**config.mk**
```make
export PLATFORM = sky130hd
export DESIGN_NAME = alu_mul_seq
export DESIGN_NICKNAME = d
export VERILOG_FILES = /design/src/rtl/alu_mul_seq.sv
export SDC_FILE = /design/constraint.sdc
export NUM_CORES = 1
export LEC_CHECK = 0
export BUFFER_PORTS_ARGS = -buffer_cell sky130_fd_sc_hd__buf_4
export CELL_PAD_IN_SITES_DETAIL_PLACEMENT = 1
export CELL_PAD_IN_SITES_GLOBAL_PLACEMENT = 1
export CORE_UTILIZATION = 38
export CTS_CLUSTER_SIZE = 16
export DETAILED_ROUTE_END_ITERATION = 8
export PLACE_DENSITY_LB_ADDON = 0.12
export RECOVER_POWER = 25
export SKIP_LAST_GASP = 1
export SYNTH_ARGS = -nofsm -noshare
export SYNTH_HDL_FRONTEND = slang
export SYNTH_SLANG_ARGS = --single-unit
```
**constraint.sdc**
```tcl
create_clock -name clk -period 2.25 [get_ports clk]
set_input_delay 0.1125 -clock clk [delete_from_list [all_inputs] [get_ports clk]]
set_output_delay 0.1125 -clock clk [all_outputs]
set_load 0.005 [all_outputs]
```
**src/rtl/alu_mul_seq.sv**
```systemverilog
`default_nettype none
// ============================================================================
//  Module      : alu_mul_seq
//  Description : Sequential shift-and-add 32x32 multiplier (low 32 bits of the
//                product) that borrows a shared external ALU for every add and
//                shift, scanning the multiplier from its LSB upward.
//  Revision    : 1.0 - initial release
// ============================================================================
module alu_mul_seq #(
    parameter logic [2:0] OP_ADD = 3'b010,
    parameter logic [2:0] OP_SLL = 3'b101
) (
    input  logic        clk,
    input  logic        rst,
    input  logic        start,
    input  logic [31:0] op_a,
    input  logic [31:0] op_b,
    output logic        ready,
    output logic        done,
    output logic [31:0] product,
    output logic [31:0] alu_a,
    output logic [31:0] alu_b,
    output logic [2:0]  alu_op,
    output logic [4:0]  alu_sa,
    input  logic [31:0] alu_res
);

    localparam logic [1:0] S_IDLE  = 2'd0;
    localparam logic [1:0] S_ADD   = 2'd1;
    localparam logic [1:0] S_SHIFT = 2'd2;
    localparam logic [1:0] S_DONE  = 2'd3;

    logic [1:0]  r_state;
    logic [1:0]  w_next_state;
    logic [31:0] r_p;
    logic [31:0] r_m;
    logic [31:0] r_q;
    logic [31:0] r_product;
    logic [31:0] w_q_shr;

    // Multiplier after the shift that the current SHIFT cycle performs.
    assign w_q_shr = {1'b0, r_q[31:1]};
    assign product = r_product;

    // State register.
    always_ff @(posedge clk) begin
        if (rst) begin
            r_state <= S_IDLE;
        end else begin
            r_state <= w_next_state;
        end
    end

    // Next-state decode and ALU drive; the ALU sits parked on a zero add
    // whenever its result is not being consumed.
    always_comb begin
        w_next_state = r_state;
        ready        = 1'b0;
        done         = 1'b0;
        alu_a        = 32'd0;
        alu_b        = 32'd0;
        alu_op       = OP_ADD;
        alu_sa       = 5'd0;
        case (r_state)
            S_IDLE: begin
                ready = 1'b1;
                if (start) begin
                    if (op_b == 32'd0) begin
                        w_next_state = S_DONE;
                    end else if (op_b[0]) begin
                        w_next_state = S_ADD;
                    end else begin
                        w_next_state = S_SHIFT;
                    end
                end
            end
            S_ADD: begin
                alu_a        = r_p;
                alu_b        = r_m;
                alu_op       = OP_ADD;
                w_next_state = S_SHIFT;
            end
            S_SHIFT: begin
                alu_b  = r_m;
                alu_op = OP_SLL;
                alu_sa = 5'd1;
                // Stop as soon as no set multiplier bits remain.
                if (w_q_shr == 32'd0) begin
                    w_next_state = S_DONE;
                end else if (r_q[1]) begin
                    w_next_state = S_ADD;
                end else begin
                    w_next_state = S_SHIFT;
                end
            end
            S_DONE: begin
                done         = 1'b1;
                w_next_state = S_IDLE;
            end
            default: begin
                w_next_state = S_IDLE;
            end
        endcase
    end

    // Datapath registers: load on accept, accumulate in ADD, shift in SHIFT,
    // publish the accumulator when heading into DONE.
    always_ff @(posedge clk) begin
        if (rst) begin
            r_p       <= 32'd0;
            r_m       <= 32'd0;
            r_q       <= 32'd0;
            r_product <= 32'd0;
        end else begin
            case (r_state)
                S_IDLE: begin
                    if (start) begin
                        r_p       <= 32'd0;
                        r_m       <= op_a;
                        r_q       <= op_b;
                        r_product <= 32'd0;
                    end
                end
                S_ADD: begin
                    r_p <= alu_res;
                end
                S_SHIFT: begin
                    r_m <= alu_res;
                    r_q <= w_q_shr;
                    if (w_q_shr == 32'd0) begin
                        r_product <= r_p;
                    end
                end
                default: begin
                end
            endcase
        end
    end

endmodule
`default_nettype wire

```
==> key figures, run 1 <==
Timing
  – Period Utilization, post-route: 0.930
  – Count of final setup violators: 0
  – Max Fclk: approximately 480 MHz
  – Slew Viols, Final: 0
  – Setup ws final: 0.158 ns
  – Max Clock Skew: about 0.0070 ns
  – RSZ-0062 raised after global routing: no
  – Worst Tran Pin Value: 0.741 ns
  – Setup TNS: 0 ns
  – Crit path time final: 2.09 ns
  – Slew HR: 0.506
  – Final hold vios: 0

Synthesis
  – Most frequent cells after synthesis: 129 x dfxtp_1, 97 x nor2_1, 64 x and2_1
  – Synth area leaders: dfxtp_1 38%, a211oi_2 12%, mux2i_1 9.4%
  – Async SR Flop Fraction: 0
  – Share of the synthesized area in the top cell type: 0.384
  – Mapped cell area: 6730 µm²
  – Seq/Total Area, Yosys: 0.384
  – Dominant synthesized flop cell: dfxtp_1
  – Mean post-synth cell area: 9.18 µm²
  – Post-synth top area cell: dfxtp_1
  – Post-synth EDFFs: 0
  – Top-count cell post-synth: dfxtp_1
  – Flops & latches, synth: 129
  – Yosys warnings: 0
  – Library cells used by synthesis: 33
  – Syn Inst Count: 733

Global route
  – Met2 global-route usage: 0.426
  – Largest net degree at the start of global routing: 74
  – Gr busiest metal: met2
  – Initial antenna violation count: 0
  – First-pass GRT wire length: 35.9 mm
  – Overall Global Routing Usage: 0.254
  – Remaining Overflow, GRT: 0
  – Met1 capacity usage during global routing: 0.323
  – Vias in the first global route: between 6000 and 7000
  – GR Util met3: 0.0511

Clock network
  – Worst-case clock buffer depth: 2
  – Clock latency on the worst-skew pair: 0.42 ns
  – Post-CTS setup buffer count: 0
  – Root Driver: clkbuf_16
  – CTS tree: built
  – Clk pin slew, worst setup/hold paths: 0.06 ns
  – CTS Buf Count: 17
  – CTS Sinks: 129
  – Htree depth: 4

Placed design
  – GP Congestion: 0.792
  – IO buf count: 200
  – Setup Slack @ Placement: 0.0565 ns
  – Dpl cells: 1101
  – Post-detail-place hpwl: 15.5 mm

Die
  – Total die area: 18200 µm²
  – Ports: 205
  – Core Footprint: 17300 µm²
  – Die Y: 135 µm
  – Initial Util: 0.389
  – Cell row count: 48
  – Die W: 135 µm

Worst hold path
  – Hold Crit Depth: 3
  – Hold endpoint: r_p[15]
  – Hold_sp: alu_res[15]
  – HP Class: in2reg

Pwr
  – VDD IR-drop max: approximately 0.63 mV
  – Leak Pwr: approximately 3.7 nW
  – Post-layout power: 7.55 mW
  – Pwr Density: 820 nW/µm²

Routing
  – Vias per inst: 5.49
  – DRT Pass-1 Iters: 4
  – Antenna viol nets, final: 0
  – DRC errors left: 0
  – Drt first-iter violations: 412
  – DR WL/cell: 19.7 µm
  – Drt total wl: 23.0 mm
  – Vias: 6405

Final layout
  – Fin nets: 1032
  – Register area: 2580 µm²
  – Ant diodes: 0
  – Filler cell count in the final layout: 1973
  – P&R area growth vs syn: 36.9%
  – Fin cells: 1166
  – Finished Core Util: 0.533
  – Share of layout cells above drive strength 1: 0.345
  – Multi-input logic area: 3770 µm²

Worst setup path
  – Reg2reg setup slack: 0.20 ns
  – CP Launch Type: flip-flop
  – R2R Path End: r_p[27]
  – R2R Path Start: r_state[0]
  – CP max FO: 21
  – WP data required: 2.14 ns
  – CP Capture Type: primary output
  – Critical path class: reg2out
  – CP arrival: about 2.0 ns
  – Reg2Reg Depth: 7

Run status
  – Status: finished clean

Job
  – Max-cap violations: 0
registers in the layout (all words and copies together) (netlist names):
name / flops
r_p: 32
r_m: 32
r_state: 2
product: 32
r_q: 31
logic make-up (layout without fill, tap and decap cells):
kind of cell / count (synthesis) / count (layout) / share of synthesized area
AND/OR/NAND/NOR: 284 / 284 / 0.217
flip-flops: 129 / 129 / 0.384
multiplexers: 65 / 66 / 0.0980
adder cells (fa/ha/maj): 4 / 4 / 0.00744
AO/OA/AOI/OAI: 165 / 166 / 0.223
other: 1 / 4 / 0.000557
buffers and inverters: 85 / 288 / 0.0703
repair_timing:
item / 4_1_cts / 5_1_grt
endpoints found under the hold margin: 32 / 0
pin swaps: 1 / 0
setup endpoints to repair: 2 / 22
gates resized for setup: 1 / 2
gates cloned: 1 / 1
hold buffers: 32 / 0
per-stage QoR:
step	area (µm²)	hold WS, ns
finish	9210	0.0479
global route	9210	0.0490
CTS	9200	0.0336
detailed placement	8320	0.389
global placement	8320	0.377
floorplan	6740	0.267
layout by cell type, fill, tap and decap left out, drive strengths merged, types with 2 or more instances in the layout:
master         n
nor4          15
nor2          97
clkinv         6
nand2         33
ha             4
and4           2
nand4          5
mux2           2
and2          64
and3          32
inv            4
clkinvlp       4
o211ai        32
nand3         32
nor3           2
clkbuf        56
mux2i         64
conb           4
a21oi          3
a31oi         32
dfxtp        129
buf          185
a22oi         32
a211oi        63
a21boi         2
dlygate4sd3   32
where the power goes:
part | internal (mW) | switching [mW] | leakage (nW) | total (mW)
clock | 1.56 | 1.05 | 0.263 | 2.60
sequential | 2.54 | 0.196 | 1.06 | 2.73
combinational | 0.929 | 1.29 | 2.33 | 2.22
how the worst max path moves through the flow:
stage | slack (ns) | to | start | cells past startpoint
finish | 0.16 | alu_b[17] | r_state[1] | 5
global route | 0.04 | r_p[27] | r_state[0] | 7
CTS | 0.08 | r_q[4] | r_state[0] | 6
detailed placement | 0.06 | r_p[15] | r_state[0] | 6
global placement | 0.24 | r_p[13] | r_state[0] | 6
floorplan | 0.43 | r_m[23] | r_state[0] | 9
final cells by class:
cell class | count | share of cell area
Clock inverter | 11 | 0.00978
Inverter | 4 | 0.00163
Clock buffer | 20 | 0.0496
Timing Repair Buffer | 253 | 0.219
Multi-Input combinational cell | 524 | 0.409
Tap cell | 225 | 0.0306
Sequential cell | 129 | 0.280
per-layer routing:
metal / up-vias / part of all wire
met5: - / 0
met4: 0 / 0.016
met3: 25 / 0.043
met2: 159 / 0.50
met1: 3183 / 0.44
li1: 3038 / -
worst max-delay path, stage by stage (launching register included):
cell     delay (ns)
dfxtp_1        0.44
inv_1          0.12
ha_2           0.49
buf_6          0.23
and2_1         0.18
buf_4          0.12
Note: power is estimated with default switching activity, not from simulation.
==> run 2, diff against run 1 <==
--- a/config.mk
+++ b/config.mk
@@ -5,14 +5,14 @@
 export SDC_FILE = /design/constraint.sdc
 export NUM_CORES = 1
 export LEC_CHECK = 0
-export BUFFER_PORTS_ARGS = -buffer_cell sky130_fd_sc_hd__buf_4
+export BUFFER_PORTS_ARGS = -buffer_cell sky130_fd_sc_hd__buf_2
 export CELL_PAD_IN_SITES_DETAIL_PLACEMENT = 1
 export CELL_PAD_IN_SITES_GLOBAL_PLACEMENT = 1
 export CORE_UTILIZATION = 38
 export CTS_CLUSTER_SIZE = 16
 export DETAILED_ROUTE_END_ITERATION = 8
 export PLACE_DENSITY_LB_ADDON = 0.12
-export RECOVER_POWER = 25
+export RECOVER_POWER = 50
 export SKIP_LAST_GASP = 1
 export SYNTH_ARGS = -nofsm -noshare
 export SYNTH_HDL_FRONTEND = slang
==> run 2 against run 1 <==
  * Sequential cell count did not move
  * Combinational power down 9.5%
  * Via count decreased by 1.2%
  * First-iteration DRC count shrank 5.3%
  * Maximum frequency down 2.1%
  * Clock power grew 10%
  * The run now ends with hold timing left
  * Clock skew increased by 0.0075 ns
  * Sequential share of layout area up 2.2 points
  * Wire length decreased by 1.4%
  * Worst hold slack lost 0.051 ns
==> key figures, run 2 (synthesis gave the netlist of run 1 again) <==
Clock network
  – Worst-case clock buffer depth: 2
  – Clk pin slew, worst setup/hold paths: about 0.05 ns
  – Clock latency on the worst-skew pair: ~0.43 ns
  – Htree depth: 4
  – CTS Sinks: 129
  – CTS tree: built
  – CTS Buf Count: 17
  – Root Driver: clkbuf_16
  – Post-CTS setup buffer count: 0

Worst setup path
  – WP data required: 2.14 ns
  – CP max FO: 32
  – Critical path class: reg2out
  – CP Launch Type: flip-flop
  – CP peak stage delay: 0.48 ns
  – CP arrival: 2.03 ns
  – Top cell by count, worst path: buf_2
  – Slowest cell on crit path: buf_2
  – CP bufs+invs: 3
  – Crit-path cells: inv_1 > ha_1 > buf_2 > and2_1 > buf_2
  – CP top delay family: buffers and inverters
  – CP Capture Type: primary output

Run status
  – Violated checks: hold timing
  – Status: finished, violations left

Placed design
  – Setup Slack @ Placement: 0.0376 ns
  – GP Congestion: between 0.7 and 0.8
  – Dpl cells: approximately 1100
  – IO buf count: 200
  – Post-detail-place hpwl: 14.6 mm

Pwr
  – Pwr Density: about 900 nW/µm²
  – Leak Pwr: 3.50 nW
  – VDD IR-drop max: approximately 0.60 mV

Global route
  – Initial antenna violation count: 0
  – First-pass GRT wire length: 34.7 mm
  – Overall Global Routing Usage: 0.245
  – Remaining Overflow, GRT: 0
  – Largest net degree at the start of global routing: 132
  – Vias in the first global route: ~6500

Job
  – Max-cap violations: 0

Final layout
  – Commonest non-fill, non-tap cell in the layout: buf_2
  – P&R area growth vs syn: 27.1%
  – Commonest non-fill, non-tap cells in the layout: 182 x buf_2, 129 x dfxtp_1, 97 x nor2_1
  – Fin cells: 1152
  – Share of layout cells above drive strength 1: 0.310
  – Fin nets: about 1000
  – Finished Core Util: 0.494
  – Ant diodes: 0

Timing
  – Max Fclk: between 400 and 500 MHz
  – Worst Tran Pin Value: approximately 0.7 ns
  – Max Clock Skew: 0.0145 ns
  – Hold WS: -0.00332 ns
  – Slew HR: 0.520
  – Final hold vios: 1
  – Slew Viols, Final: 0
  – Setup ws final: ~0.11 ns
  – Count of final setup violators: 0
  – Period Utilization, post-route: 0.950
  – Crit path time final: roughly 2.1 ns
  – RSZ-0062 raised after global routing: no
  – Setup TNS: 0 ns

Die
  – Total die area: 18200 µm²
  – Ports: 205
  – Initial Util: 0.389
  – Die W: 135 µm
  – Cell row count: 48
  – Die Y: 135 µm
  – Core Footprint: between 15000 and 20000 µm²

Routing
  – DRC errors left: 0
  – DR WL/cell: 19.7 µm
  – Drt total wl: 22.7 mm
  – Vias: 6331
  – DRT Pass-1 Iters: 5
  – Vias per inst: 5.50
  – Antenna viol nets, final: 0
  – Drt first-iter violations: 390

Worst hold path
  – HP Class: in2reg
run 2: changes by cell type in the layout (fill, tap and decap cells not counted), moves of 3 or more:
| cell | before | now |
|---|---|---|
| clkinv_2 | 6 | 2 |
| and2_0 | 15 | 8 |
| a211oi_1 | 2 | 15 |
| dlygate4sd3_1 | 32 | 24 |
| and2_1 | 49 | 56 |
| buf_2 | 0 | 182 |
| clkbuf_1 | 3 | 20 |
| buf_4 | 180 | 11 |
| clkbuf_8 | 2 | 5 |
| a211oi_2 | 61 | 48 |
| clkbuf_4 | 33 | 1 |
| clkinvlp_4 | 4 | 0 |
run 2: area by class of cell:
type	count	area [µm²]
clock buffer	25	505
clock inverter	5	100
fill	2046	8750
inverter	4	15.0
multi-input combinational	523	3660
sequential	129	2580
tap	225	282
timing repair buffer	241	1400
run 2: routing by layer:
metal	vias up	GRT usage	part of all wire
li1	3011	-	-
met1	3121	0.312	0.44
met2	167	0.408	0.49
met3	32	0.0604	0.046
met4	0	0.0749	0.019
met5	-	0	0
run 2: what timing repair did:
item,CTS,global route
endpoints found under the hold margin,24,0
cloned,0,2
hold buffers,24,0
resized for setup,1,1
setup endpoints to repair,8,32
run 2: path summary, 6_finish.rpt:
check,from,end,slack [ns],cells after the start
setup reg to reg,r_state[0],product[6],0.15,7
hold reg to reg,product[14],product[14],0.49,2
hold / removal,alu_res[7],r_p[7],-0.003,3
setup / recovery,r_state[0],alu_b[3],0.11,5
run 2: per-stage QoR:
| stage | cell area, µm² | total power, mW | hold WS [ns] |
|---|---|---|---|
| final | 8550 | 7.60 | -0.00332 |
| after CTS | 8630 | 7.66 | 0.000448 |
| after floorplan | 6740 | 4.22 | 0.267 |
| after global routing | 8550 | 7.97 | 0.00987 |
| after global placement | 7780 | 4.66 | 0.388 |
| after detailed placement | 7780 | 4.76 | 0.394 |
run 2: tightest hold or removal path, stage by stage:
cell and delay, ns:
buf_2 0.10, a22oi_1 0.08, nor2_1 0.08
run 2: report_power, final:
group          switching, mW  internal [mW]  total (mW)  leakage, nW
combinational           1.23          0.774        2.01         2.15
clock                  0.991           1.87        2.86        0.299
sequential             0.192           2.54        2.73         1.06
total                   2.42           5.19        7.60         3.50
==> run 3, diff against run 2 <==
--- a/config.mk
+++ b/config.mk
@@ -11,6 +11,7 @@
 export CORE_UTILIZATION = 38
 export CTS_CLUSTER_SIZE = 16
 export DETAILED_ROUTE_END_ITERATION = 8
+export MAX_ROUTING_LAYER = met4
 export PLACE_DENSITY_LB_ADDON = 0.12
 export RECOVER_POWER = 50
 export SKIP_LAST_GASP = 1
==> run 3 against run 2 <==
  * The flow now finishes without violations
  * Sequential cell count did not move
  * Die area did not move
  * Register-to-register slack got worse by 0.02 ns
  * First-iteration DRC count fell by 15%
  * Global-route usage rose by 0.77 points
  * Sequential power barely moved
  * Final area rose by 1.4%
  * Total power rose by 0.87%
  * Sequential share of layout area fell by 0.41 points
  * Clock skew fell by 0.0067 ns
  * Count of clock-buffer cells in the layout did not move
  * Largest cell class unchanged
  * Highest routed layer unchanged
==> key figures, run 3 (synthesis gave the netlist of run 1 again) <==
Timing
  – Slew Viols, Final: 0
  – Slew HR: 0.559
  – Worst Tran Pin Value: 0.662 ns
  – RSZ-0062 raised after global routing: yes
  – Final hold vios: 0
  – Max Clock Skew: 0.00779 ns
  – Count of final setup violators: 0
  – Period Utilization, post-route: 0.942
  – Setup TNS: 0 ns
  – Max Fclk: 472 MHz
  – Hold WS: 0.00646 ns
  – Crit path time final: 2.12 ns
  – Setup ws final: ~0.13 ns

Die
  – Core Footprint: around 17000 µm²
  – Cell row count: 48
  – Ports: 205
  – Die W: 135 µm
  – Total die area: 18200 µm²
  – Die Y: 135 µm
  – Initial Util: 0.389

Worst setup path
  – R2R Path Start: r_state[0]
  – Reg2Reg Depth: 7
  – Reg2reg setup slack: 0.13 ns
  – CP peak stage delay: 0.37 ns
  – Slowest cell on crit path: buf_4
  – Crit path depth: 7
  – CP max FO: 33
  – Critical path class: reg2reg
  – CP arrival: 2.44 ns
  – CP Capture Type: flip-flop
  – CP top delay family: buffers and inverters
  – CP Launch Type: flip-flop
  – Crit-path cells: inv_1 > ha_1 > buf_4 > mux2i_4 > buf_4 > nand2_1 > a31oi_1
  – Top cell by count, worst path: buf_4
  – R2R Path End: product[6]
  – WP data required: 2.57 ns
  – CP bufs+invs: 3

Clock network
  – CTS tree: built
  – CTS Sinks: 129
  – Worst-case clock buffer depth: 2
  – Post-CTS setup buffer count: 0
  – CTS Buf Count: 17
  – Clk pin slew, worst setup/hold paths: 0.06 ns
  – Root Driver: clkbuf_16
  – Clock latency on the worst-skew pair: 0.41 ns
  – Htree depth: 4

Pwr
  – Cell Int Power: 5.23 mW
  – Logic pwr share: 0.271
  – Clk pwr share: 0.372
  – Switching pwr: 2.44 mW
  – Leak Pwr: 3.55 nW
  – Sequential power share: 0.356
  – Pwr Density: 885 nW/µm²
  – VDD IR-drop max: 0.581 mV
  – Sw Ratio: 0.318

Routing
  – Antenna viol nets, final: 0
  – DRT Pass-1 Iters: 5
  – DR WL/cell: just under 20 µm
  – Drt first-iter violations: 332
  – Vias: 6347
  – Vias per inst: between 5 and 6
  – DRC errors left: 0
  – Drt total wl: 22.6 mm

Final layout
  – P&R area growth vs syn: 28.8%
  – Commonest non-fill, non-tap cells in the layout: 188 x buf_2, 129 x dfxtp_1, 97 x nor2_1
  – Share of layout cells above drive strength 1: 0.333
  – Commonest non-fill, non-tap cell in the layout: buf_2
  – Register area: 2580 µm²
  – Ant diodes: 0
  – Fin nets: 1019
  – Fin cells: 1152
  – Filler cell count in the final layout: 2025
  – Multi-input logic area: approximately 3800 µm²

Job
  – Max-cap violations: 0

Global route
  – Remaining Overflow, GRT: 0
  – Vias in the first global route: 6529
  – Overall Global Routing Usage: 0.253
  – First-pass GRT wire length: 34.7 mm
  – Largest net degree at the start of global routing: 132
  – Initial antenna violation count: 0

Worst hold path
  – HP Class: in2reg
  – Hold endpoint: r_p[7]
  – Hold Crit Depth: 3
  – Hold_sp: alu_res[7]

Run status
  – Status: finished clean

Placed design
  – IO buf count: 200
  – Setup Slack @ Placement: 0.0376 ns
  – Post-detail-place hpwl: between 10 and 15 mm
  – Dpl cells: 1096
  – GP Congestion: between 0.7 and 0.8
==> run 3: worst max-delay path by stage <==
stage	start	endpoint	slack, ns
after floorplan	r_state[0]	r_m[23]	0.43
after global placement	r_state[0]	r_m[18]	0.19
after detailed placement	r_state[0]	r_m[30]	0.04
after CTS	r_state[0]	r_m[12]	0.01
after global routing	r_state[0]	product[6]	-0.006
final	r_state[0]	product[6]	0.13
==> run 3: final cells by class <==
cell class / instances / area share
Sequential cell: 129 / 0.298
Tap cell: 225 / 0.0325
Clock inverter: 5 / 0.0116
Clock buffer: 25 / 0.0583
Timing Repair Buffer: 241 / 0.164
Multi-Input combinational cell: 523 / 0.434
Inverter: 4 / 0.00173
==> run 3: per-layer routing <==
layer / vias up / GRT usage / wire length (µm)
met2: 155 / 0.405 / 11100
met1: 3158 / 0.315 / 10300
met5: - / - / 0
met3: 23 / 0.0604 / 904
li1: 3011 / - / -
met4: 0 / 0.0749 / 325
==> run 3: power groups by stage <==
stage | clock [mW] | combinational, mW | sequential, mW
global route | 3.02 | 2.26 | 2.76
detailed placement | 0 | 1.98 | 2.77
finish | 2.86 | 2.08 | 2.73
floorplan | 0 | 1.51 | 2.71
CTS | 2.90 | 2.03 | 2.73
global placement | 0 | 1.90 | 2.76
==> run 3: what timing repair did <==
action | CTS | global route
endpoints found under the hold margin | 24 | 0
cloned | 0 | 2
hold buffers | 24 | 0
setup endpoints to repair | 8 | 32
resized for setup | 1 | 1
==> run 3: metrics by stage <==
step,power [mW],instance area (µm²),utilization
6_report,7.67,8670,0.501
5_1_grt,8.04,8670,0.501
4_1_cts,7.66,8630,0.499
3_5_place_dp,4.76,7780,0.450
3_3_place_gp,4.66,7780,0.450
2_1_floorplan,4.22,6740,-
==> run 3: tightest hold or removal path: stages <==
cell and delay (ns):
buf_2 0.10, a22oi_1 0.08, nor2_1 0.08
